<file path="src/rtl/core_bus_arbiter.sv">
// core_bus_arbiter: two-master / one-slave Wishbone-classic arbiter.
// m0 is the core instruction port and m1 is the data port. Transactions are
// serialised through a registered grant FSM, with round-robin or fixed m1
// priority. Exactly one IDLE cycle separates consecutive transactions.
// Optional feature: define ARBITER_TIMEOUT_EN to add a watchdog that ends a
// hung slave cycle with ack+err after TIMEOUT_CYCLES granted cycles.
module core_bus_arbiter #(
  parameter int unsigned ADDR_WIDTH     = 32,
  parameter int unsigned DATA_WIDTH     = 32,
  parameter int unsigned PRIORITY_MODE  = 0,
  parameter int unsigned TIMEOUT_CYCLES = 1024
) (
  input  logic                  clk,
  input  logic                  rst_n,
  input  logic                  m0_cyc_i,
  input  logic                  m0_stb_i,
  input  logic                  m0_we_i,
  input  logic [ADDR_WIDTH-1:0] m0_addr_i,
  input  logic [DATA_WIDTH-1:0] m0_data_i,
  output logic [DATA_WIDTH-1:0] m0_data_o,
  output logic                  m0_ack_o,
  output logic                  m0_err_o,
  input  logic                  m1_cyc_i,
  input  logic                  m1_stb_i,
  input  logic                  m1_we_i,
  input  logic [ADDR_WIDTH-1:0] m1_addr_i,
  input  logic [DATA_WIDTH-1:0] m1_data_i,
  output logic [DATA_WIDTH-1:0] m1_data_o,
  output logic                  m1_ack_o,
  output logic                  m1_err_o,
  output logic                  s_cyc_o,
  output logic                  s_stb_o,
  output logic                  s_we_o,
  output logic [ADDR_WIDTH-1:0] s_addr_o,
  output logic [DATA_WIDTH-1:0] s_data_o,
  input  logic [DATA_WIDTH-1:0] s_data_i,
  input  logic                  s_ack_i,
  output logic [1:0]            grant_o
);

  typedef enum logic [1:0] {
    ST_IDLE     = 2'd0,
    ST_GRANT_M0 = 2'd1,
    ST_GRANT_M1 = 2'd2
  } state_t;

  state_t state_q, state_d;
  logic   last_grant_q, last_grant_d;  // 1 = m1 served last
  logic   req0_c, req1_c, expire_c;

  assign req0_c = m0_cyc_i & m0_stb_i;
  assign req1_c = m1_cyc_i & m1_stb_i;

  // Read data is broadcast; only the ack qualifies it
  assign m0_data_o = s_data_i;
  assign m1_data_o = s_data_i;

`ifdef ARBITER_TIMEOUT_EN
  localparam int unsigned      CNT_W    = $clog2(TIMEOUT_CYCLES);
  localparam logic [CNT_W-1:0] CNT_LAST = CNT_W'(TIMEOUT_CYCLES - 1);

  logic [CNT_W-1:0] cnt_q;

  // Watchdog: zero in IDLE so every grant starts from 0, counts granted cycles
  always_ff @(posedge clk) begin
    if (!rst_n || state_q == ST_IDLE) begin
      cnt_q <= '0;
    end else begin
      cnt_q <= cnt_q + CNT_W'(1);
    end
  end

  // A real ack in the expiry cycle wins over the timeout
  assign expire_c = (state_q != ST_IDLE) && (cnt_q == CNT_LAST) && !s_ack_i;
`else
  logic unused_timeout;
  assign unused_timeout = (TIMEOUT_CYCLES < 32'd2);
  assign expire_c       = 1'b0;
`endif

  // State and last-grant registers; after reset m0 wins the first tie
  always_ff @(posedge clk) begin
    if (!rst_n) begin
      state_q      <= ST_IDLE;
      last_grant_q <= 1'b1;
    end else begin
      state_q      <= state_d;
      last_grant_q <= last_grant_d;
    end
  end

  // Next-state: arbitrate in IDLE, release on ack, abandon or timeout
  always_comb begin
    state_d      = state_q;
    last_grant_d = last_grant_q;
    case (state_q)
      ST_IDLE: begin
        if (req0_c && req1_c) begin
          if ((PRIORITY_MODE != 0) || !last_grant_q) begin
            state_d      = ST_GRANT_M1;
            last_grant_d = 1'b1;
          end else begin
            state_d      = ST_GRANT_M0;
            last_grant_d = 1'b0;
          end
        end else if (req0_c) begin
          state_d      = ST_GRANT_M0;
          last_grant_d = 1'b0;
        end else if (req1_c) begin
          state_d      = ST_GRANT_M1;
          last_grant_d = 1'b1;
        end
      end
      ST_GRANT_M0: begin
        if (!m0_cyc_i || s_ack_i || expire_c) state_d = ST_IDLE;
      end
      ST_GRANT_M1: begin
        if (!m1_cyc_i || s_ack_i || expire_c) state_d = ST_IDLE;
      end
      default: state_d = ST_IDLE;
    endcase
  end

  // Outputs: route the owner to the slave and the slave response to the owner
  always_comb begin
    s_cyc_o  = 1'b0;
    s_stb_o  = 1'b0;
    s_we_o   = 1'b0;
    s_addr_o = '0;
    s_data_o = '0;
    m0_ack_o = 1'b0;
    m0_err_o = 1'b0;
    m1_ack_o = 1'b0;
    m1_err_o = 1'b0;
    grant_o  = 2'b00;
    case (state_q)
      ST_GRANT_M0: begin
        grant_o  = 2'b01;
        s_cyc_o  = m0_cyc_i;
        s_stb_o  = m0_stb_i;
        s_we_o   = m0_we_i;
        s_addr_o = m0_addr_i;
        s_data_o = m0_data_i;
        m0_ack_o = (s_ack_i | expire_c) & m0_cyc_i;
        m0_err_o = expire_c & m0_cyc_i;
      end
      ST_GRANT_M1: begin
        grant_o  = 2'b10;
        s_cyc_o  = m1_cyc_i;
        s_stb_o  = m1_stb_i;
        s_we_o   = m1_we_i;
        s_addr_o = m1_addr_i;
        s_data_o = m1_data_i;
        m1_ack_o = (s_ack_i | expire_c) & m1_cyc_i;
        m1_err_o = expire_c & m1_cyc_i;
      end
      default: ;
    endcase
  end

endmodule

</file>
<file path="config.mk">
export PLATFORM = sky130hd
export DESIGN_NAME = core_bus_arbiter
export DESIGN_NICKNAME = d
export VERILOG_FILES = /design/src/rtl/core_bus_arbiter.sv
export SDC_FILE = /design/constraint.sdc
export NUM_CORES = 1
export LEC_CHECK = 0
export BUFFER_PORTS_ARGS = -buffer_cell sky130_fd_sc_hd__buf_4
export CAP_MARGIN = 20
export CORE_AREA = 4 4 116 118
export CTS_BUF_LIST = sky130_fd_sc_hd__clkbuf_8
export DETAILED_ROUTE_END_ITERATION = 8
export DIE_AREA = 0 0 120 122
export PLACE_DENSITY_LB_ADDON = 0.1
export SYNTH_ARGS = -nofsm -noshare
export SYNTH_HDL_FRONTEND = slang
export SYNTH_SLANG_ARGS = --single-unit
export TNS_END_PERCENT = 10
</file>
<file path="constraint.sdc">
create_clock -name clk -period 2 [get_ports clk]
set_clock_uncertainty 0.15 [all_clocks]
set_input_delay 0.1 -clock clk [delete_from_list [all_inputs] [get_ports clk]]
set_output_delay 0.1 -clock clk [all_outputs]
set_load 0.005 [all_outputs]
</file>
==> flow_summary.json <==
{
  "run_status": "complete, no violations",
  "postSynthRegisterBits": 3,
  "critPathKind": "reg2out",
  "cts_tree": "yes",
  "yosys.area_share.xor_xnor": 0,
  "critPathRequiredTime_ns": 1.75,
  "global_route.usage.total": 0.0990,
  "post_drt_wl_per_cell_um": 15.0,
  "post_cts_buffers": 0,
  "dr.first_iter.drc_count": 73,
  "timing.rr.start": "state_q[0]",
  "clock_power_share": 0.196,
  "grt_setup_unrepaired": "false",
  "sum_of_routed_wire_length_over_all_layers_um": 8330,
  "row_count": 41,
  "crit_path_cell_trace": "inv_1, ha_1, buf_4, nor2b_1, buf_4",
  "p_leak_uw": 0.00137,
  "clk_latency_ns": 0.22,
  "crit_path_max_fanout": 27,
  "comb_power_share": 0.725,
  "report.final.setup_viol": 0,
  "p_int_uw": 579,
  "cts_sinks": 3,
  "yosys.cell_types.count": 22,
  "initial_utilization": 0.143,
  "synth_adder_area_share": 0.0352,
  "gpl.final_weighted_congestion": 0.722,
  "final_layout_size_suffix_gt1_frac": 0.580,
  "fp.dieArea_um2": 14600,
  "synthesis.area_um2": 1780,
  "post-route-period-util": 0.927,
  "power.sequential.fraction": 0.079,
  "final_hold_viol_count": 0,
  "pin_count_of_the_biggest_net_entering_global_routing": 41,
  "hp-start": "s_data_i[10]",
  "maxClockFrequency_mhz": 539,
  "io_buffers": 207,
  "layout.cells.most_common": "sky130_fd_sc_hd__buf_4",
  "r2r.worst_path.cells": 5,
  "power_switching_uw": 298,
  "start_kind": "flip-flop",
  "yosys_warnings": 0,
  "final_antenna_net_count": 0,
  "die_height_um": 122,
  "netlist_instances": 250,
  "slowest_stage": "sky130_fd_sc_hd__dfxtp_1",
  "crit_arrival_ns": 1.60,
  "coreArea_um2": 12500,
  "synthesis.area_per_instance_um2": 7.12,
  "element_type_at_the_critical_path_end": "output pin",
  "cts.clk_slew.worst_paths_ns": 0.03,
  "route.vias.total": 2233,
  "drtPass1Iterations": 4,
  "combinational_family_with_the_most_area_after_synthesis": "buffers and inverters",
  "synth_simple_gate_area_frac": 0.248,
  "post_synthesis_compound_gate_area_fraction": 0.339,
  "max_cap_viol_count": 0,
  "min_period_ns": 1.85,
  "layout_common_cells": "sky130_fd_sc_hd__buf_4, sky130_fd_sc_hd__a22oi_1, sky130_fd_sc_hd__nor2b_1",
  "hold_path_class": "in2out",
  "grt_first_pass_wirelength_um": 11800,
  "clk_root_buffer_cell": "sky130_fd_sc_hd__clkbuf_8",
  "clock_tree.htree_level_count": 1,
  "clk_path_buf_depth": 2,
  "power.density_nw_per_um2": 281,
  "synth-seq-area-share": 0.0338,
  "die_w_um": 120,
  "timing.rr.end": "state_q[1]",
  "drt_drc_violations_left": 0,
  "grt.overflow.total": 0,
  "hold_ws_ns": 0.0500,
  "hold-path-cell-count": 0,
  "proportion_of_total_power_due_to_net_switching": 0.340,
  "cts_made_buffers": 3,
  "finalMaxSlewViolations": 0,
  "endpoint_of_the_worst_hold_path": "m0_data_o[10]",
  "multiplexer_share_of_the_synthesized_area": 0,
  "hpwl_um": 6700,
  "vias_in_the_first_global_route": 2179,
  "num_io_pins": 306,
  "layout.nets": 558,
  "via_density": 4.02,
  "critPathMaxStageDelay_ns": 0.37,
  "antennaDiodeCount": 0,
  "area_growth_pct": 75.1,
  "critical_path.most_common_cell": "sky130_fd_sc_hd__buf_4",
  "finalSetupTns_ns": 0,
  "vdd_ir_drop_max_v": 0.000399,
  "grt_antenna_before_repair": 0,
  "timing.reg2reg.setup_slack_ns": 0.44
}
[power groups by stage]
stage	Sequential [µW]	Combinational (µW)	Clock, µW
floorplan	69.5	386	0
global placement	70.2	640	0
detailed placement	70.5	643	0
CTS	69.7	647	178
global route	70.7	693	185
finish	69.7	635	172
[per-layer routing]
metal,wire (µm),global-route usage
met5,0,0
met4,82,0.0251
met3,622,0.0195
met2,4600,0.192
met1,3030,0.109
[registers in the layout, summed over array words and instances, names as in the netlist]
signal	cells
last_grant_q	1
state_q	2
[layout make-up]
class	instances	area, µm²
clock buffers	3	41.3
clock inverters	1	3.75
fillers	1437	9350
inverters	5	18.8
multi-input cells	156	1120
flip-flops and latches	3	60.1
well taps	172	215
repair buffers	215	1660
[logic make-up (layout without fill, tap and decap cells)]
group,Yosys count,in the layout
buffers and inverters,92,224
and+or+nand+nor,71,71
AOI/OAI and AO/OA,78,78
DFF,3,3
adders and majority gates,5,5
other,1,2
[how the worst max path moves through the flow]
| stage | startpoint | to | cells after the start |
|---|---|---|---|
| final | state_q[1] | s_addr_o[14] | 5 |
| after global routing | state_q[1] | s_addr_o[18] | 5 |
| after CTS | state_q[1] | s_data_o[26] | 5 |
| after detailed placement | state_q[1] | s_data_o[26] | 5 |
| after global placement | state_q[1] | s_data_o[14] | 5 |
| after floorplan | state_q[1] | s_addr_o[0] | 5 |
[what timing repair did]
action | CTS | global route
hold buffers | 1 | 0
endpoints found under the hold margin | 1 | 0
endpoints found under the setup margin | 0 | 33
resized for setup | 0 | 1
[worst max-delay path, delay by kind of cell, from the launching register on]
family	cells	cell delay, ns
adders and majority gates	1	0.32
buffers and inverters	3	0.48
DFF	1	0.37
and+or+nand+nor	1	0.20
[Yosys cell counts (all sizes together)]
| master | n | area (µm²) |
|---|---|---|
| buf | 79 | 561 |
| a22oi | 69 | 523 |
| nor2b | 67 | 419 |
| clkbuf | 8 | 30.0 |
| ha | 5 | 62.6 |
| inv | 5 | 18.8 |
| dfxtp | 3 | 60.1 |
| and3 | 2 | 13.8 |
| nand2 | 2 | 7.51 |
| o32ai | 2 | 25.0 |
| a22o | 1 | 8.76 |
| a2bb2oi | 1 | 8.76 |
| a311o | 1 | 10.0 |
| a31oi | 1 | 6.26 |
| conb | 1 | 3.75 |
| o211ai | 1 | 7.51 |
| o21ai | 1 | 5.00 |
| o311ai | 1 | 8.76 |
[metrics by stage]
stage	instances	util	setup WS [ns]	area [µm²]	total power (µW)
finish	555	0.250	0.146	3120	877
global route	555	0.250	0.00650	3120	949
CTS	555	0.250	0.0486	3110	895
detailed placement	550	0.245	0.293	3060	713
global placement	550	0.245	0.356	3060	711
floorplan	251	-	0.496	1780	455
(Power assumes the default switching activity.)
